$ cat config.mk
export PLATFORM = sky130hd
export DESIGN_NAME = uart_tx_fifo_drain
export DESIGN_NICKNAME = d
export VERILOG_FILES = /design/src/rtl/uart_tx_fifo_drain.sv
export SDC_FILE = /design/constraint.sdc
export NUM_CORES = 1
export LEC_CHECK = 0
export ABC_AREA = 1
export CAP_MARGIN = 20
export CORE_MARGIN = 3
export CORE_UTILIZATION = 35
export DETAILED_ROUTE_END_ITERATION = 6
export HOLD_SLACK_MARGIN = 0.02
export PLACE_DENSITY = 0.5
export SETUP_SLACK_MARGIN = 0.2
export SYNTH_ARGS = -nofsm -noshare
export SYNTH_HDL_FRONTEND = slang
export SYNTH_SLANG_ARGS = --single-unit
$ cat constraint.sdc
create_clock -name clk -period 4.6 [get_ports clk]
set_input_delay 1.38 -clock clk [delete_from_list [all_inputs] [get_ports clk]]
set_output_delay 1.38 -clock clk [all_outputs]
set_load 0.01 [all_outputs]
$ cat src/rtl/uart_tx_fifo_drain.sv
// rtl/uart_tx_fifo_drain.sv - UART transmitter draining a first-word-fall-through FIFO
// Serialises start, WIDTH data bits LSB first, optional even parity and stop bits.
module uart_tx_fifo_drain #(
  parameter int WIDTH     = 8,
  parameter int PARITY_EN = 0,
  parameter int STOP_BITS = 1,
  parameter int DIV_W     = 16
) (
  input  logic             clk,
  input  logic             arst,
  input  logic             en_i,
  input  logic [DIV_W-1:0] div_i,
  input  logic [WIDTH-1:0] fifo_data_i,
  input  logic             fifo_empty_i,
  output logic             fifo_rd_o,
  output logic             tx_o,
  output logic             busy_o,
  output logic             done_o
);

  localparam int IDX_W = $clog2(WIDTH);

  typedef enum logic [2:0] {IDLE, START, DATA, PARITY, STOP} state_t;

  state_t           state;
  logic [DIV_W-1:0] period;
  logic [DIV_W-1:0] cnt;
  logic [IDX_W-1:0] bit_idx;
  logic             stop_idx;
  logic [WIDTH-1:0] shreg;
  logic             par;

  logic             bit_end;
  logic             last_stop;
  logic             pop;
  logic [DIV_W-1:0] div_eff;

  assign bit_end   = (cnt == period - DIV_W'(1));
  assign last_stop = (state == STOP) && bit_end && (stop_idx == 1'(STOP_BITS - 1));
  // A pop may only happen from IDLE or in the final stop cycle, which bounds it to one per frame.
  assign pop       = en_i && !fifo_empty_i && !arst && ((state == IDLE) || last_stop);
  assign div_eff   = (div_i == '0) ? DIV_W'(1) : div_i;
  assign fifo_rd_o = pop;
  assign done_o    = last_stop;

  always_ff @(posedge clk or posedge arst) begin
    if (arst) begin
      state    <= IDLE;
      period   <= '0;
      cnt      <= '0;
      bit_idx  <= '0;
      stop_idx <= 1'b0;
      shreg    <= '0;
      par      <= 1'b0;
      tx_o     <= 1'b1;
      busy_o   <= 1'b0;
    end else if (pop) begin
      shreg    <= fifo_data_i;
      par      <= ^fifo_data_i;
      period   <= div_eff;
      cnt      <= '0;
      bit_idx  <= '0;
      stop_idx <= 1'b0;
      tx_o     <= 1'b0;
      busy_o   <= 1'b1;
      state    <= START;
    end else if (state != IDLE) begin
      if (!bit_end) begin
        cnt <= cnt + DIV_W'(1);
      end else begin
        cnt <= '0;
        // tx_o is loaded with the level of the bit that begins on this edge.
        case (state)
          START: begin
            state <= DATA;
            tx_o  <= shreg[0];
          end
          DATA: begin
            if (bit_idx == IDX_W'(WIDTH - 1)) begin
              bit_idx <= '0;
              if (PARITY_EN != 0) begin
                state <= PARITY;
                tx_o  <= par;
              end else begin
                state <= STOP;
                tx_o  <= 1'b1;
              end
            end else begin
              bit_idx <= bit_idx + IDX_W'(1);
              shreg   <= shreg >> 1;
              tx_o    <= shreg[1];
            end
          end
          PARITY: begin
            state <= STOP;
            tx_o  <= 1'b1;
          end
          STOP: begin
            if (last_stop) begin
              state    <= IDLE;
              busy_o   <= 1'b0;
              tx_o     <= 1'b1;
              stop_idx <= 1'b0;
            end else begin
              stop_idx <= 1'b1;
            end
          end
          default: state <= IDLE;
        endcase
      end
    end
  end

endmodule

* Word-level counts from Yosys, hierarchy flattened
Index checks and enable logic that the tools add are counted. Widths: inputs -> output; s select.
Word-level totals: input port bits 28, bits in registers 49, output and inout port bits 4, logic and storage cells 80
Cells by class: muxes and demuxes 36, bitwise logic cells 1, eq/ne operators 9, add/sub/neg operators 3, reduce and logical (&&, ||, !) cells 23
Operators by type and width (count):
- $mux 16 | 4
- $mux 8 | 5
- $mux 3 | 10
- $add 16x1->16 const B | 1
- $eq 16x16->1 | 1
- $logic_not 16->1 | 1
- $reduce_and 4->1 | 4
- $sub 16x1->16 const B | 1
- $mux 1 | 15
- $pmux 3 s4 | 1
- $reduce_bool 2->1 | 5
- $eq 3x2->1 const B | 2
- $eq 3x3->1 const B | 2
- $ne 3x3->1 const B | 2
- $reduce_and 3->1 | 2
- $logic_and 1x1->1 | 5
- $reduce_bool 5->1 | 1
- $pmux 1 s4 | 1
- $add 3x1->3 const B | 1
- $eq 3x1->1 const B | 1
- $logic_not 3->1 | 1
- $reduce_bool 3->1 | 1
- $logic_not 1->1 | 2
- $ne 2x2->1 const B | 1
- 2 further kinds | 2

* Longest topological paths before layout
Gate-level depths: netlist (run 1).
word-level depth 9, gate-level depth with buffers 20

* Worst setup path after synthesis (run 1)
Ideal clock, no wire load.
path kind register -> output, start register period[0], end output fifo_rd_o, data required time 3.220 ns, path buffers 1, arrival 2.051 ns, cell stages (with the launch flop) 16, slack 1.169 ns, path through dfrtp_1 inv_1 ha_1 nand2_4 nor2_8 nand3_1 nand2_1 nand2_1 nor2_1 nand2_1 nor2_4 nand3_4 nand2_4 nand2_4 inv_2 buf_2
On the way: cells in the longest elaborated chain, start to end 6
RTL lines:
- start: declaration | RTL line 26 | logic [DIV_W-1:0] period;
- start signal: assignment | RTL line 60 | period <= div_eff;
- $sub 16x1->16 | RTL line 38 | assign bit_end = (cnt == period - DIV_W'(1));
- $eq 16x16->1 | RTL line 38
- $logic_and 1x1->1 (2 in a row) | RTL line 39 | assign last_stop = (state == STOP) && bit_end && (stop_idx == 1'(STOP_BITS - 1));
- $logic_or 1x1->1 | RTL line 41 | assign pop = en_i && !fifo_empty_i && !arst && ((state == IDLE) || last_stop);
- $logic_and 1x1->1 | RTL line 41
- end: declaration | RTL line 15 | output logic fifo_rd_o,
Every way passes these cells.

* Worst setup path after layout (run 1)
start input arst, end output fifo_rd_o
On the way: cells in the longest elaborated chain, start to end 3
RTL lines:
- start: declaration | RTL line 10 | input logic arst,
- $logic_not 1->1 (no source line)
- $logic_and 1x1->1 (2 in a row) | RTL line 41
Every way passes these cells.

==> impl_summary.md, run 1 <==
Power and ir drop
The sequential group share of total power is 37.7%. Net switching is 46.06% of the power. The total internal power is 1.070 mW. The total power per unit cell area is 522.9 mW/mm². In this run, the clock network consumes 12.4% of the power. The worst-case IR drop observed on VDD is 0.1486 mV. The reported leakage power is 1.852 nW. Combinational logic is responsible for 50.0% of the overall power. The analysis attributes to net switching a power of 913.4 µW.

Placed design
Port buffering added 31 buffers. The count of placed standard cells including taps is 575. The final weighted congestion in routability-driven placement is 0.8826. The placement-stage cell area is 0.003679 mm². The worst slack at placement is 0.3622 ns. The HPWL after detailed placement is 6.147 mm.

STA
The worst path meets setup with 0.3956 ns of slack. The final count of hold timing violations is 0. The final count of negative-setup-slack endpoints is 0. The headroom to the max-slew limit is 54.68%. The worst hold margin is 0.4725 ns.

The clock period minus final worst setup slack is 4.204 ns. The number of pins exceeding their max-slew limit in the final report was 0. Setup repair after global routing left no endpoint under its margin. Setup total negative slack on the finished layout was measured at 0 ns. The largest clock skew in the final design is 0.008394 ns. At the pin with the least slew margin, the transition time is 0.6735 ns. The achievable frequency is 237.8 MHz. After layout, the worst path uses 91.40% of the clock period.

Clock network
After clock tree synthesis, the clock-pin slew on the worst setup and hold paths is 0.09 ns. The clock root buffer is clkbuf_8. The CTS tree is built.

The total CTS buffers is 5. The longest clock path from root to sink contains 2 buffers. The later-pin clock latency in the skew report is 0.30 ns. The count of clock tree sinks is 49. The deepest level of the CTS H-tree is 2.

Synth
The total of flip-flops plus latches after synthesis is 49. The count of warnings emitted by yosys is 0. Summing the areas of all fa, ha and maj instances in the mapped netlist gives 1.535% of the synthesized area. The post-synthesis area per instance is 7.344 µm². The number of instances in the synthesized netlist is 444. The synthesized cell area is 0.003261 mm². The fraction of synthesized area in multiplexers is 0%. The fraction of the mapped netlist area in simple logic gates is 38.91%.

The count of flip-flops with a built-in enable after synthesis is 0. Sequential elements use 37.64% of the synthesized area. Summing the areas of all compound-gate instances in the mapped netlist gives 8.058% of the synthesized area. By area, the combinational part of the netlist is dominated by simple AND/OR/NAND/NOR gates.

The number of nets handed over by synthesis was 476. The number of distinct library cells after synthesis is 41. The XOR/XNOR share of the synthesized area is 6.408%. For this run, asynchronously set or reset flops after synthesis account for 100.0%. In the synthesized netlist the dominant register cell turns out to be dfrtp_1.

Die
From bottom edge to top edge, the die measures 102.5 µm. The site row count is 34. The starting density of the core is 36.67%. The top-level port count is 32. From left edge to right edge, the die measures 102.5 µm. The total area inside the core boundary comes to 0.008891 mm². The die covers 0.01051 mm².

Setup path
The endpoint identified for the worst register-to-register timing path is cnt[15]. By startpoint and endpoint, the worst setup path is classified as primary input to primary output. For flop-to-flop paths, the worst setup slack is 1.68 ns. Along the worst path, the maximum fanout reaches 3. The launching element of the worst setup path is arst. The worst reg2reg path depth is 16. The worst setup path endpoint is fifo_rd_o. At the worst endpoint, the required time is 3.22 ns. The worst setup path is captured at a primary output. The signal arrival time at the worst endpoint is 2.82 ns. The worst setup path is launched from a primary input. The reg-to-reg startpoint is period[0].

Flow run
The count of max-cap constraint violations is 0.

Finish
The number of inserted filler cells in the final layout is 938. The final net count is 508. The area overhead of the layout relative to synthesis is 16.31%. Cells with a size suffix above 1 make up 10.69% of the layout. 0 antenna diodes ended up in the layout. After the flow finishes, the layout carries non-filler instances totaling 585. The finished layout cell area is 0.003792 mm².

Global routing
The total global routing track utilization is 16.13%. The total global routing overflow is 0. The via count of the first global-routing pass is 2807.

Entering global routing, the biggest net connects 39 pins. The number of antenna violations at the first check in global routing is 0. The first global-routing pass estimated 13.35 mm of wire.

Route
Summed over all layers, the routed wires come to 7.908 mm. The wire length per cell is 13.52 µm. The detail route stage leaves a number of antenna-violating nets equal to 0. For this block, the initial DRC count from the detailed router was 188. The first detailed-routing pass took 4 iterations. The detailed router placed 2912 vias in this run.

The ratio of routed vias to standard cells is 4.978. The count of unresolved DRC violations after routing is 0.

Status
The flow ran to the end, and the final reports show no timing, DRC or antenna violations.

Hold path
The type of the most critical hold path is flip-flop to flip-flop.
==> state kept, by name, indices dropped and copies added (netlist names) <==
name and cells:
cnt 16, period 16, shreg 8, bit_idx 3, state 3, busy_o 1
stop_idx 1, tx_o 1
==> metrics by stage <==
stage / power [mW] / utilization, %
3_3_place_gp: 1.734 / 41.15
3_5_place_dp: 1.745 / 41.37
2_1_floorplan: 1.492 / -
4_1_cts: 2.004 / 42.36
5_1_grt: 2.183 / 42.65
6_report: 1.983 / 42.65
==> power groups by stage <==
stage / Clock, mW / Sequential [mW] / Combinational [mW]
after global placement: 0 / 0.756 / 0.978
after detailed placement: 0 / 0.755 / 0.990
after global routing: 0.274 / 0.771 / 1.14
after floorplan: 0 / 0.710 / 0.782
final: 0.245 / 0.747 / 0.991
after CTS: 0.258 / 0.747 / 0.999
==> synth_stat cells, types with 5 or more instances <==
library cell,number,area share [%]
nand2_1,145,17
o311ai_0,5,1.3
xnor2_1,8,2.1
nand3_1,26,4.0
nand4_1,13,2.5
buf_2,5,0.77
a21oi_1,5,0.77
xor2_1,14,3.8
nor3_1,7,1.1
inv_1,45,5.2
nor2_1,41,4.7
nor4_1,5,0.96
o21ai_0,11,1.7
nor2_2,14,2.7
dfrtp_1,48,37
==> placed cells by master (no fill, tap or decap), types with 4 or more instances in the layout <==
cell	n
buf_4	4
nand2_1	145
nor3_1	6
a21oi_1	5
inv_1	43
xor2_1	14
nor4_1	4
dfrtp_1	48
o21ai_0	11
nand2_4	4
clkbuf_8	5
nand3_1	26
nand4_1	13
nand2_2	4
o311ai_0	5
xnor2_1	8
nor2_2	14
clkdlybuf4s50_1	30
inv_2	4
nor2_1	41
==> final cells by class <==
class	instances	area, µm²	area share (%)
multi-input cells	336	1804	47.58
flip-flops and latches	49	1227	32.37
repair buffers	36	362.8	9.568
inverters	48	182.7	4.817
well taps	108	135.1	3.563
clock buffers	8	80.08	2.112
==> what timing repair did <==
action | in CTS | in global routing
setup endpoints to repair | 2 | 2
resized for setup | 2 | 4
buffers inserted | 0 | 2
pin swaps | 0 | 2
gates cloned | 0 | 0
hold buffers | 0 | 0
==> worst max-delay path, cell delays in order <==
cell and delay, ns:
clkdlybuf4s50_1 0.44, nor3_2 0.32, nand2_4 0.08, inv_2 0.06, clkdlybuf4s50_1 0.54
==> logic make-up (layout without fill, tap and decap cells) <==
group                      Yosys count  in the layout
AOI/OAI and AO/OA                   38             38
and+or+nand+nor                    271            271
buffers and inverters               59             92
DFF                                 49             49
adders and majority gates            4              4
xor gates and xnor gates            23             23
==> layer usage <==
metal	global-route usage, %	up-vias	wire (µm)
met5	0	-	0
met4	3.330	0	75
met3	2.436	6	177
li1	-	1500	-
met1	21.87	1376	3799
met2	27.41	30	3856
==> worst min path at each step <==
stage / slack, ns / end / cells after the start / startpoint
after global placement: 0.46 / tx_o / 2 / tx_o
after detailed placement: 0.46 / tx_o / 2 / tx_o
final: 0.47 / tx_o / 2 / tx_o
after floorplan: 0.47 / period[15] / 2 / period[15]
after global routing: 0.49 / tx_o / 2 / tx_o
after CTS: 0.48 / tx_o / 2 / tx_o
Power figures use the tool's default switching activity.
==> inputs of run 2 (changes only) <==
==> constraint.sdc (replaced) <==
create_clock -name clk -period 4 [get_ports clk]
set_input_delay 1.2 -clock clk [delete_from_list [all_inputs] [get_ports clk]]
set_output_delay 1.2 -clock clk [all_outputs]
set_load 0.01 [all_outputs]
==> run 2 against run 1 <==
Sequential cell count did not move. Global-route usage rose by 0.41 points. Final area rose by 1.7%. Clock-buffer cell count did not move. Total power rose by 20%. Utilization rose by 0.72 points. Sequential power rose by 15%. Sequential share of layout area fell by 0.54 points. Via count rose by 0.69%. Clock skew rose by 0.0040 ns. Setup slack got worse by 0.011 ns.
==> impl_summary.md, run 2 (synthesis gave the netlist of run 1 again) <==
Status
Result of the run: complete, no violations (unchanged).

Placed design
The count of port buffers added during placement is 31 (unchanged). The worst slack at placement came to 0.1158 ns (was 0.3622 ns). The final weighted congestion in routability-driven placement is 0.8746 (was 0.8826).

The half-perimeter wire length of the detailed placement result came to 6.137 mm (was 6.147 mm). The count of placed standard cells including taps is 579 (was 575).

Route
The count of unresolved DRC violations after routing was 0 (unchanged). The ratio of routed vias to standard cells is 4.961 (was 4.978). The detailed-route wire length was 7.989 mm (was 7.908 mm). The number of design-rule violations left by the first detailed-router iteration was 121 (was 188). The routed via count came to 2932 (was 2912).

The detailed-router iteration count before antenna repair is 4 (unchanged). The wire length per cell is 13.52 µm (about the same). The remaining number of nets flagged by the antenna check after routing came to 0 (unchanged).

STA
The measured slew at the worst slew-check pin came to 0.6728 ns (was 0.6735 ns). The worst setup margin was 0.3841 ns (was 0.3956 ns). The final count of negative-setup-slack endpoints is 0 (unchanged).

The final count of hold timing violations came to 0 (unchanged). Unrepaired setup endpoints after global routing: no (unchanged). The sum of negative setup slack is 0 ns (unchanged). The clock period minus final worst setup slack is 3.616 ns. The headroom to the max-slew limit came to 54.74% (was 54.68%). The achievable frequency is 276.6 MHz.

The number of pins exceeding their max-slew limit in the final report was 0 (unchanged). The largest clock skew in the final design is 0.01237 ns (was 0.008394 ns). After layout, the worst path uses 90.40% of the clock period.

Clock network
The CTS tree is built (unchanged). The deepest level of the CTS H-tree came to 2 (unchanged). The clock slew seen by the registers of the worst setup and hold paths is 0.09 ns (about the same).

The later-pin clock latency in the skew report is 0.31 ns (was 0.30 ns). The number of hold buffers added after cts is 0 (unchanged). The clock root buffer was clkbuf_8 (unchanged). The maximum count of clock buffers along a single path is 2 (unchanged).

The total CTS buffers is 5 (unchanged). The count of clock tree sinks is 49 (unchanged).

Global routing
The via count of the first global-routing pass is 2775 (was 2807). The total global routing track utilization is 16.54% (was 16.13%). The total global routing overflow came to 0 (unchanged).

The first-pass GRT wire length is 13.58 mm (was 13.35 mm). The number of antenna violations at the first check in global routing is 0 (unchanged). The largest net degree at the start of global routing is 39 (unchanged).

Finish
The area overhead of the layout relative to synthesis is 18.27% (was 16.31%). Registers with the highest flip-flop counts: cnt: 16 flops, period: 16 flops, shreg: 8 flops (unchanged). The most frequent standard cell in the layout excluding fill and tap cells was nand2_1 (unchanged).

The fraction of final layout cells with drive strength greater than 1 is 12.84% (was 10.69%). The count of antenna diodes in the layout is 0 (unchanged). Most frequent cells in the layout: nand2_1 (145), dfrtp_1 (48), inv_1 (43) (unchanged). The number of standard cells in the final layout excluding fillers is 591 (was 585).

The final net count is 514 (was 508).

Setup path
The signal arrival time at the worst endpoint is 2.42 ns (was 2.82 ns). The kind of end point of the critical path was a primary output (unchanged). The maximum net fanout on the critical path is 6 (was 3). The sort of element at the start of the critical path is a flip-flop (was primary input). The worst reg2reg path depth is 16 (unchanged). The data required time of the worst path came to 2.80 ns (was 3.22 ns).

The critical path class is flip-flop to primary output (was primary input to primary output).

Die
The site row count was 34 (unchanged). The top-level port count is 32 (unchanged). The floorplan die width is 102.5 µm (unchanged). The starting density of the core is 36.67% (unchanged). The standard cell core area is 0.008891 mm² (unchanged). The floorplan die height is 102.5 µm (unchanged).

The die area was 0.01051 mm² (unchanged).

Power and ir drop
The total power per unit cell area is 619.2 mW/mm² (was 522.9 mW/mm²). The reported leakage power came to 1.873 nW (was 1.852 nW). The maximum resistive drop on vdd is 0.2056 mV (was 0.1486 mV).

Flow run
The count of max-cap constraint violations came to 0 (unchanged).

Hold path
The count of cells along the worst hold path is 2 (unchanged). The type of the most critical hold path is flip-flop to flip-flop (unchanged).
-- run 2: cell count changes in the layout (fill, tap and decap cells not counted), sizes merged --
cell           delta
dlygate4sd2       +1
buf               +6
clkdlybuf4s50     -1
dlymetal6s2s      -1
clkbuf            +1
-- run 2: worst paths after layout --
check / startpoint / to / slack, ns
max: period[1] / fifo_rd_o / 0.38
min: tx_o / tx_o / 0.47
max reg2reg: period[1] / cnt[11] / 1.19
min reg2reg: tx_o / tx_o / 0.47
max in group asynchronous: arst / tx_o / 2.13
min in group asynchronous: arst / shreg[0] / 1.24
-- run 2: through the flow --
| step | hold slack, ns | power, mW | area (µm²) | util, % |
|---|---|---|---|---|
| after floorplan | 0.4692 | 1.716 | 3261 | - |
| after global placement | 0.4598 | 2.014 | 3696 | 41.57 |
| after detailed placement | 0.4592 | 2.022 | 3696 | 41.57 |
| after CTS | 0.4745 | 2.368 | 3821 | 42.98 |
| after global routing | 0.4887 | 2.617 | 3856 | 43.37 |
| final | 0.4717 | 2.388 | 3856 | 43.37 |
-- run 2: per-layer routing --
metal | global-route usage, % | up-vias | routed length [µm]
li1 | - | 1503 | -
met1 | 22.50 | 1379 | 3731
met2 | 27.81 | 44 | 3814
met3 | 2.436 | 6 | 361
met4 | 3.935 | 0 | 82
met5 | 0 | - | 0
-- run 2: critical path: stages (launching register included) --
cell and delay [ns]:
dfrtp_1 0.39, buf_4 0.14, nor2_4 0.17, nand2_4 0.11
nor2_8 0.15, nand3b_1 0.08, nand2_1 0.09, nand2_1 0.05
nor2_1 0.12, nand2_1 0.10, nor2_4 0.14, nand3_4 0.11
nand2_4 0.09, nand2_4 0.05, inv_2 0.06, dlygate4sd2_1 0.26
-- run 2: final cells by class --
class / instances / area [µm²]
fillers: 936 / 5035
repair buffers: 42 / 386.6
flip-flops and latches: 49 / 1227
multi-input cells: 336 / 1837
clock buffers: 8 / 90.09
inverters: 48 / 180.2
well taps: 108 / 135.1
-- run 2: report_power, final --
part | internal, mW | leakage (nW) | total (mW) | switching [mW]
Sequential | 0.668 | 0.635 | 0.859 | 0.191
Clock | 0.142 | 0.0455 | 0.308 | 0.167
Combinational | 0.480 | 1.19 | 1.22 | 0.740
-- run 2: timing repair --
action | 4_1_cts | 5_1_grt
gates resized for setup | 6 | 8
pin swaps | 2 | 6
setup buffers | 2 | 2
endpoints found under the setup margin | 2 | 2
